<file path="src/rtl/mem_arbiter.sv">
// mem_arbiter
// Shares one backing-memory port between the instruction-fetch requester
// (icache_*) and the data requester (dcache_*). Only one transaction is in
// flight at a time. dcache is preferred; a starvation counter forces an
// icache grant after STARVE_LIMIT consecutive dcache grants made while
// icache_req was pending.
//
// Ports
//   clk, rst               clock (rising edge), async active-high reset
//   icache_req/addr        fetch request (level, held until icache_valid)
//   icache_data/valid      fetched word and one-cycle completion pulse
//   dcache_rreq/wreq       load / store requests (level, held until valid)
//   dcache_addr/wdata/byte_enable   load/store address, store data and lanes
//   dcache_rdata/rvalid    load data and one-cycle completion pulse
//   dcache_wvalid          one-cycle store completion pulse
//   mem_req/we/addr/wdata/be   registered memory request, held until accepted
//   mem_ready              memory accepts on mem_req && mem_ready at posedge
//   mem_rvalid/rdata       memory response pulse (reads and writes)
//
// state | meaning
// IDLE  | arbitrate; on grant latch owner and request fields
// ISSUE | mem_req high with latched fields until mem_ready
// WAIT  | request accepted, waiting for mem_rvalid
// RESP  | one-cycle valid pulse to the owner; no grant this cycle

module mem_arbiter #(
    parameter int ADDR_W       = 32,
    parameter int DATA_W       = 32,
    parameter int STARVE_LIMIT = 4
) (
    input  logic                clk,
    input  logic                rst,
    input  logic                icache_req,
    input  logic [ADDR_W-1:0]   icache_addr,
    output logic [DATA_W-1:0]   icache_data,
    output logic                icache_valid,
    input  logic                dcache_rreq,
    input  logic                dcache_wreq,
    input  logic [ADDR_W-1:0]   dcache_addr,
    input  logic [DATA_W-1:0]   dcache_wdata,
    input  logic [DATA_W/8-1:0] dcache_byte_enable,
    output logic [DATA_W-1:0]   dcache_rdata,
    output logic                dcache_rvalid,
    output logic                dcache_wvalid,
    output logic                mem_req,
    output logic                mem_we,
    output logic [ADDR_W-1:0]   mem_addr,
    output logic [DATA_W-1:0]   mem_wdata,
    output logic [DATA_W/8-1:0] mem_be,
    input  logic                mem_ready,
    input  logic                mem_rvalid,
    input  logic [DATA_W-1:0]   mem_rdata
);

    localparam int BE_W  = DATA_W / 8;
    localparam int CNT_W = $clog2(STARVE_LIMIT + 1);
    localparam logic [CNT_W-1:0] CNT_MAX = CNT_W'(STARVE_LIMIT);

    typedef enum logic [1:0] {
        IDLE  = 2'd0,
        ISSUE = 2'd1,
        WAIT  = 2'd2,
        RESP  = 2'd3
    } state_t;

    typedef enum logic [1:0] {
        OWN_I  = 2'd0,
        OWN_DR = 2'd1,
        OWN_DW = 2'd2
    } owner_t;

    state_t            state;
    state_t            state_next;
    owner_t            owner;
    owner_t            grant_owner;
    logic              grant;
    logic              capture;
    logic [CNT_W-1:0]  starve_cnt;
    logic [CNT_W-1:0]  starve_next;

    always_comb begin
        state_next  = state;
        grant       = 1'b0;
        grant_owner = OWN_I;
        starve_next = starve_cnt;
        capture     = 1'b0;

        case (state)
            IDLE: begin
                // Starvation override beats the normal dcache-first order.
                if (icache_req && starve_cnt == CNT_MAX) begin
                    grant       = 1'b1;
                    grant_owner = OWN_I;
                end else if (dcache_wreq) begin
                    grant       = 1'b1;
                    grant_owner = OWN_DW;
                end else if (dcache_rreq) begin
                    grant       = 1'b1;
                    grant_owner = OWN_DR;
                end else if (icache_req) begin
                    grant       = 1'b1;
                    grant_owner = OWN_I;
                end

                if (grant) begin
                    state_next = ISSUE;
                    if (grant_owner == OWN_I) begin
                        starve_next = '0;
                    end else if (icache_req) begin
                        if (starve_cnt != CNT_MAX) begin
                            starve_next = starve_cnt + CNT_W'(1);
                        end
                    end else begin
                        starve_next = '0;
                    end
                end
            end
            ISSUE: begin
                if (mem_ready) begin
                    state_next = WAIT;
                end
            end
            WAIT: begin
                if (mem_rvalid) begin
                    capture    = 1'b1;
                    state_next = RESP;
                end
            end
            RESP: begin
                state_next = IDLE;
            end
            default: begin
                state_next = IDLE;
            end
        endcase
    end

    always_ff @(posedge clk or posedge rst) begin
        if (rst) begin
            state         <= IDLE;
            owner         <= OWN_I;
            starve_cnt    <= '0;
            mem_req       <= 1'b0;
            mem_we        <= 1'b0;
            mem_addr      <= '0;
            mem_wdata     <= '0;
            mem_be        <= '0;
            icache_data   <= '0;
            icache_valid  <= 1'b0;
            dcache_rdata  <= '0;
            dcache_rvalid <= 1'b0;
            dcache_wvalid <= 1'b0;
        end else begin
            state      <= state_next;
            starve_cnt <= starve_next;

            if (grant) begin
                owner <= grant_owner;
                if (grant_owner == OWN_I) begin
                    mem_addr <= icache_addr;
                end else begin
                    mem_addr <= dcache_addr;
                end
                if (grant_owner == OWN_DW) begin
                    mem_we    <= 1'b1;
                    mem_wdata <= dcache_wdata;
                    mem_be    <= dcache_byte_enable;
                end else begin
                    mem_we    <= 1'b0;
                    mem_wdata <= '0;
                    mem_be    <= {BE_W{1'b1}};
                end
            end

            mem_req <= (state_next == ISSUE);

            // Valids are high exactly in RESP, the cycle after capture.
            icache_valid  <= capture && (owner == OWN_I);
            dcache_rvalid <= capture && (owner == OWN_DR);
            dcache_wvalid <= capture && (owner == OWN_DW);

            if (capture) begin
                if (owner == OWN_I) begin
                    icache_data <= mem_rdata;
                end else if (owner == OWN_DR) begin
                    dcache_rdata <= mem_rdata;
                end
            end
        end
    end

endmodule

</file>
<file path="config.mk">
export PLATFORM = sky130hd
export DESIGN_NAME = mem_arbiter
export DESIGN_NICKNAME = d
export VERILOG_FILES = /design/src/rtl/mem_arbiter.sv
export SDC_FILE = /design/constraint.sdc
export NUM_CORES = 1
export LEC_CHECK = 0
export CAP_MARGIN = 20
export CORE_MARGIN = 3
export CORE_UTILIZATION = 42
export DETAILED_ROUTE_END_ITERATION = 10
export GPL_TIMING_DRIVEN = 0
export PLACE_DENSITY = 0.9
export SLEW_MARGIN = 20
export SYNTH_ARGS = -nofsm -noshare
export SYNTH_HDL_FRONTEND = slang
export SYNTH_SLANG_ARGS = --single-unit
</file>
<file path="constraint.sdc">
create_clock -name clk -period 5 [get_ports clk]
set_input_delay 0.75 -clock clk [delete_from_list [all_inputs] [get_ports clk]]
set_output_delay 0.75 -clock clk [all_outputs]
set_load 0.1 [all_outputs]
</file>
==> results of run 1 <==
cell type report:
cell class / instances / area (um2) / area share, %
Multi-Input combinational cell: 230 / 2140 / 22.22
Buffer: 43 / 241.5 / 2.508
Clock inverter: 14 / 178.9 / 1.858
Clock buffer: 18 / 429.2 / 4.457
Inverter: 6 / 30.03 / 0.3119
Sequential cell: 144 / 3603 / 37.43
Timing Repair Buffer: 276 / 2780 / 28.88
Tap cell: 180 / 225.2 / 2.339
metrics by stage:
stage          setup TNS (ps)  setup slack (ps)  util (%)  instance area (um2)
6_report                    0              2257     69.09                 9628
4_1_cts                     0              2224     69.09                 9628
5_1_grt                     0              2209     69.09                 9628
3_3_place_gp          -190050             -1328     64.48                 8985
2_1_floorplan               0             383.7         -                 6007
3_5_place_dp                0              2232     64.73                 9020
final timing paths:
| kind | start | end | slack, ps |
|---|---|---|---|
| setup / recovery | mem_addr[26]$_DFFE_PP0P_ | mem_addr[26] | 2260 |
| hold / removal | mem_we$_DFFE_PP0P_ | mem_we$_DFFE_PP0P_ | 490 |
| setup reg to reg | state[1]$_DFF_PP0_ | mem_addr[10]$_DFFE_PP0P_ | 2940 |
| hold reg to reg | mem_we$_DFFE_PP0P_ | mem_we$_DFFE_PP0P_ | 490 |
| max in group asynchronous | rst | mem_req$_DFF_PP0_ | 3510 |
| min in group asynchronous | rst | mem_wdata[27]$_DFFE_PP0P_ | 790 |
cells by family (layout without fill, tap and decap cells):
family | count (synthesis) | count (layout) | synth area share, %
fa+ha+maj | 2 | 2 | 0.4165
flops | 144 | 144 | 59.99
mux | 65 | 65 | 13.98
simple gates | 24 | 24 | 2.458
compound gates | 139 | 139 | 18.77
buf+inv | 49 | 357 | 4.395
synthesized netlist by cell type, types with 4 or more instances:
master / number
o22a_1: 4
buf_2: 13
mux2_4: 29
nor2_1: 4
nand3_1: 5
clkbuf_1: 21
mux2_2: 35
o2bb2ai_1: 31
inv_1: 6
o311ai_0: 31
a22o_1: 33
a31oi_1: 32
dfrtp_1: 144
cells in the final DEF (no fill, tap or decap), types with 2 or more instances in the layout:
master	netlist	layout
a21o_1	2	2
a22o_1	33	33
a31oi_1	32	32
a32o_1	2	2
and3_1	2	2
buf_1	3	3
buf_12	3	3
buf_2	13	13
buf_4	2	2
bufinv_16	0	3
clkbuf_1	21	22
clkbuf_16	0	17
clkdlybuf4s50_1	0	275
clkinv_4	0	3
clkinvlp_4	0	3
dfrtp_1	144	144
ha_1	2	2
inv_1	6	5
inv_6	0	4
mux2_2	35	35
mux2_4	29	29
nand2_1	3	3
nand3_1	5	5
nor2_1	4	4
nor2b_1	2	2
o22a_1	4	4
o2bb2ai_1	31	31
o311ai_0	31	31
sequential cells by signal, summed over array words and instances, names as in the netlist:
register / count
dcache_rdata: 32
dcache_rvalid: 1
dcache_wvalid: 1
icache_data: 32
icache_valid: 1
mem_addr: 32
mem_be: 4
mem_req: 1
mem_wdata: 32
mem_we: 1
owner: 2
starve_cnt: 3
state: 2
layer usage:
metal / GRT usage [%] / part of all wire, % / vias up
met5: 0 / 0 / -
met4: 8.546 / 2.4 / 0
met3: 7.176 / 8.4 / 35
met2: 40.81 / 51 / 314
met1: 28.59 / 39 / 2560
li1: - / - / 2241
==> metrics.cfg, run 1 <==
[timing]
layout_min_cycle_time_ps = 2743
worst_pin_slew_ps = 1069
rsz0062_at_grt = false
maxSlewHeadroom_pct = 28.51
slew_violations = 0
holdWs_ps = 488.0
setup_violations = 0
final_hold_viol_count = 0
period_share_pct = 54.87
max_freq_mhz = 364.5
fin_skew_ps = 9.602

[worst_setup_path]
crit_cells = 1
end_kind = output port
crit_path_max_incr_delay_ps = 1210
crit_required_ps = 4250
crit_type = register to output port
crit_arrival_ps = 1990
path_buf_inv = 1
cp_top_family = buffers and inverters
crit_path_top_delay_cell = clkdlybuf4s50_1
crit_chain = clkdlybuf4s50_1
start_kind = register
reg2reg_depth = 5
cp_max_fo = 2

[detailed_routing]
firstDrtPassIters = 7
wl_per_cell_um = 20.43
routed_via_density = 5.653
drc = 0
drt_iter0_markers = 319
wl_mm = 18.62
route.vias.total = 5150
drtAntennaViolNets = 0

[worst_hold_path]
min_path_cells = 1
hp-class = register to register

[finish]
instances_no_fill = 911
final_layout_size_suffix_gt1_share_pct = 16.28
syn_to_final_growth_pct = 60.28
diodes = 0
fillCellCount = 919
final_nets = 859

[grt]
grt_pass1_wl_mm = 29.82
track_usage_pct = 23.86
grt-ovfl-total = 0
grt_max_degree = 76
antenna_found_initial = 0
grt_pass1_vias = 5440

[floorplan]
die_w_um = 125.6
core_um2 = 13930
io_pins = 276
die-area_um2 = 15770
initial_core_util_pct = 43.11
rows = 43
die_y_um = 125.6

[logic_synthesis]
ys_warn_count = 0
synth_area_leader_cell = dfrtp_1
synthFlopType = dfrtp_1
ys_ff_latch = 144
synth_cells = 423
synth_edf_count = 0
synth_nets = 564
syn_area_per_cell_um2 = 14.20
ys_types = 36
yosysTopAreaCellShare_pct = 59.99
synth_top_cells_by_area = dfrtp_1 60%, mux2_4 7.2%, mux2_2 6.6%
async_flop_share_pct = 100.0
ys_seq_area_share_pct = 59.99
syn_area_um2 = 6007

[cts]
path_clk_slew_ps = 60
postCtsSetupBuffers = 0
ctsLongestPathBuffers = 2
cts-resized-gates = 0
cts_buffers = 17
cts_root_buffer = clkbuf_16
htreeDepth = 4
clk_latency_ps = 420
cts_tree = built
cts_sinks = 144
cts_hold_buf = 0

[placed_design]
dp_hpwl_mm = 13.72
port_buffers = 275
gp_congestion = 0.8599
dpl.cell_count = 879

[outcome]
outcome = finished clean

[flow_run]
maxCapViolations = 0

Power of run 1 is not shown: default switching activity piles up to over one toggle a cycle in this logic, so the estimate is an artifact.
==> inputs of run 2 (changes only) <==
==> constraint.sdc (replaced) <==
create_clock -name clk -period 2.86 [get_ports clk]
set_input_delay 0.429 -clock clk [delete_from_list [all_inputs] [get_ports clk]]
set_output_delay 0.429 -clock clk [all_outputs]
set_load 0.1 [all_outputs]
==> metrics.cfg, run 2 (synthesized netlist as in run 1, its figures left out) <==
[outcome]
outcome = finished clean

[finish]
instances_no_fill = 913
final_layout_size_suffix_gt1_share_pct = 16.51
syn_to_final_growth_pct = 62.01
fillCellCount = 920
seq_area_um2 = 3603
final_common_cell = clkdlybuf4s50_1
final_nets = 862
layout_common_cells = 275 x clkdlybuf4s50_1, 144 x dfrtp_1, 35 x mux2_2, 33 x a22o_1, 32 x a31oi_1
diodes = 0
multi_input_area_um2 = 2140
final_cell_area_um2 = 9732

[timing]
slew_violations = 0
maxSlewHeadroom_pct = 30.74
rsz0062_at_grt = false
setup_violations = 0
max_freq_mhz = 420.0
final_hold_viol_count = 0
fin_skew_ps = 8.567
period_share_pct = 83.26
worst_slack_ps = 478.8
worst_pin_slew_ps = 1036
layout_min_cycle_time_ps = 2381
tns_ps = 0

[cts]
path_clk_slew_ps = 60
cts_root_buffer = clkbuf_16
clk_latency_ps = 410
htreeDepth = 4
cts_hold_buf = 0
cts_sinks = 144
cts_buffers = 17
postCtsSetupBuffers = 0
cts_tree = built
cts-resized-gates = 0
ctsLongestPathBuffers = 2

[placed_design]
gp_congestion = 0.8650
pre_cts_slack_ps = 451.5
dpl.cell_count = 882
dpl-instance-area_um2 = 9069
port_buffers = 275
dp_hpwl_mm = 13.54

[worst_setup_path]
crit_required_ps = 2430
cp_top_family = buffers and inverters
crit_type = register to output port
crit_chain = clkdlybuf4s50_1
crit_arrival_ps = 1950
end_kind = output port
start_kind = register
crit_path_top_delay_cell = clkdlybuf4s50_1
cp_max_fo = 2
path_buf_inv = 1
crit_path_max_incr_delay_ps = 1180

[flow_run]
maxCapViolations = 0

[grt]
grt_pass1_vias = 5381
grt_max_degree = 38
antenna_found_initial = 0
grt-ovfl-total = 0
track_usage_pct = 23.13
grt_pass1_wl_mm = 29.12

[detailed_routing]
routed_via_density = 5.551
firstDrtPassIters = 4
drtAntennaViolNets = 0
wl_per_cell_um = 19.95
route.vias.total = 5068
drt_iter0_markers = 252
wl_mm = 18.22
drc = 0

[floorplan]
initial_core_util_pct = 43.11
die_w_um = 125.6
core_um2 = 13930
rows = 43
io_pins = 276
die_y_um = 125.6
die-area_um2 = 15770

[worst_hold_path]
hp-class = input port to async pin

[run 2: cell count changes in the layout (fill, tap and decap cells not counted), sizes merged]
| cell | change |
|---|---|
| clkbuf | +4 |
| inv | -5 |
| bufinv | +2 |
| buf | +3 |
| clkinv | -2 |
[run 2: stage by stage]
| step | utilization [%] | hold WS, ps |
|---|---|---|
| floorplan | - | 459.7 |
| global placement | 64.51 | 466.6 |
| detailed placement | 65.08 | 469.9 |
| CTS | 69.84 | 348.9 |
| global route | 69.84 | 378.6 |
| finish | 69.84 | 353.4 |
[run 2: final cells by class]
type | count | area share, %
Sequential cell | 144 | 37.03
Inverter | 6 | 0.2700
Clock buffer | 22 | 4.976
Clock inverter | 9 | 1.839
Tap cell | 180 | 2.314
Multi-Input combinational cell | 230 | 21.99
Timing Repair Buffer | 279 | 29.11
Buffer | 43 | 2.481
[run 2: metal layers]
metal,vias to the layer above,global-route usage [%],part of all wire [%]
met5,-,0,0
met4,0,8.546,2.0
met3,32,6.279,7.6
met2,245,39.90,52
met1,2549,27.73,39
li1,2242,-,-
[run 2: worst paths after layout]
path | from | end | cells past startpoint | slack (ps)
min in group clk | mem_we$_DFFE_PP0P_ | mem_we$_DFFE_PP0P_ | 1 | 480
max in group asynchronous | rst | mem_be[1]$_DFFE_PP0P_ | 4 | 1770
hold reg to reg | mem_we$_DFFE_PP0P_ | mem_we$_DFFE_PP0P_ | 1 | 480
setup / recovery | icache_data[11]$_DFFE_PP0P_ | icache_data[11] | 1 | 480
hold / removal | rst | icache_data[7]$_DFFE_PP0P_ | 2 | 350
setup reg to reg | starve_cnt[0]$_DFFE_PP0P_ | mem_wdata[31]$_DFFE_PP0P_ | 7 | 870
Power of run 2 is left out for the same reason.
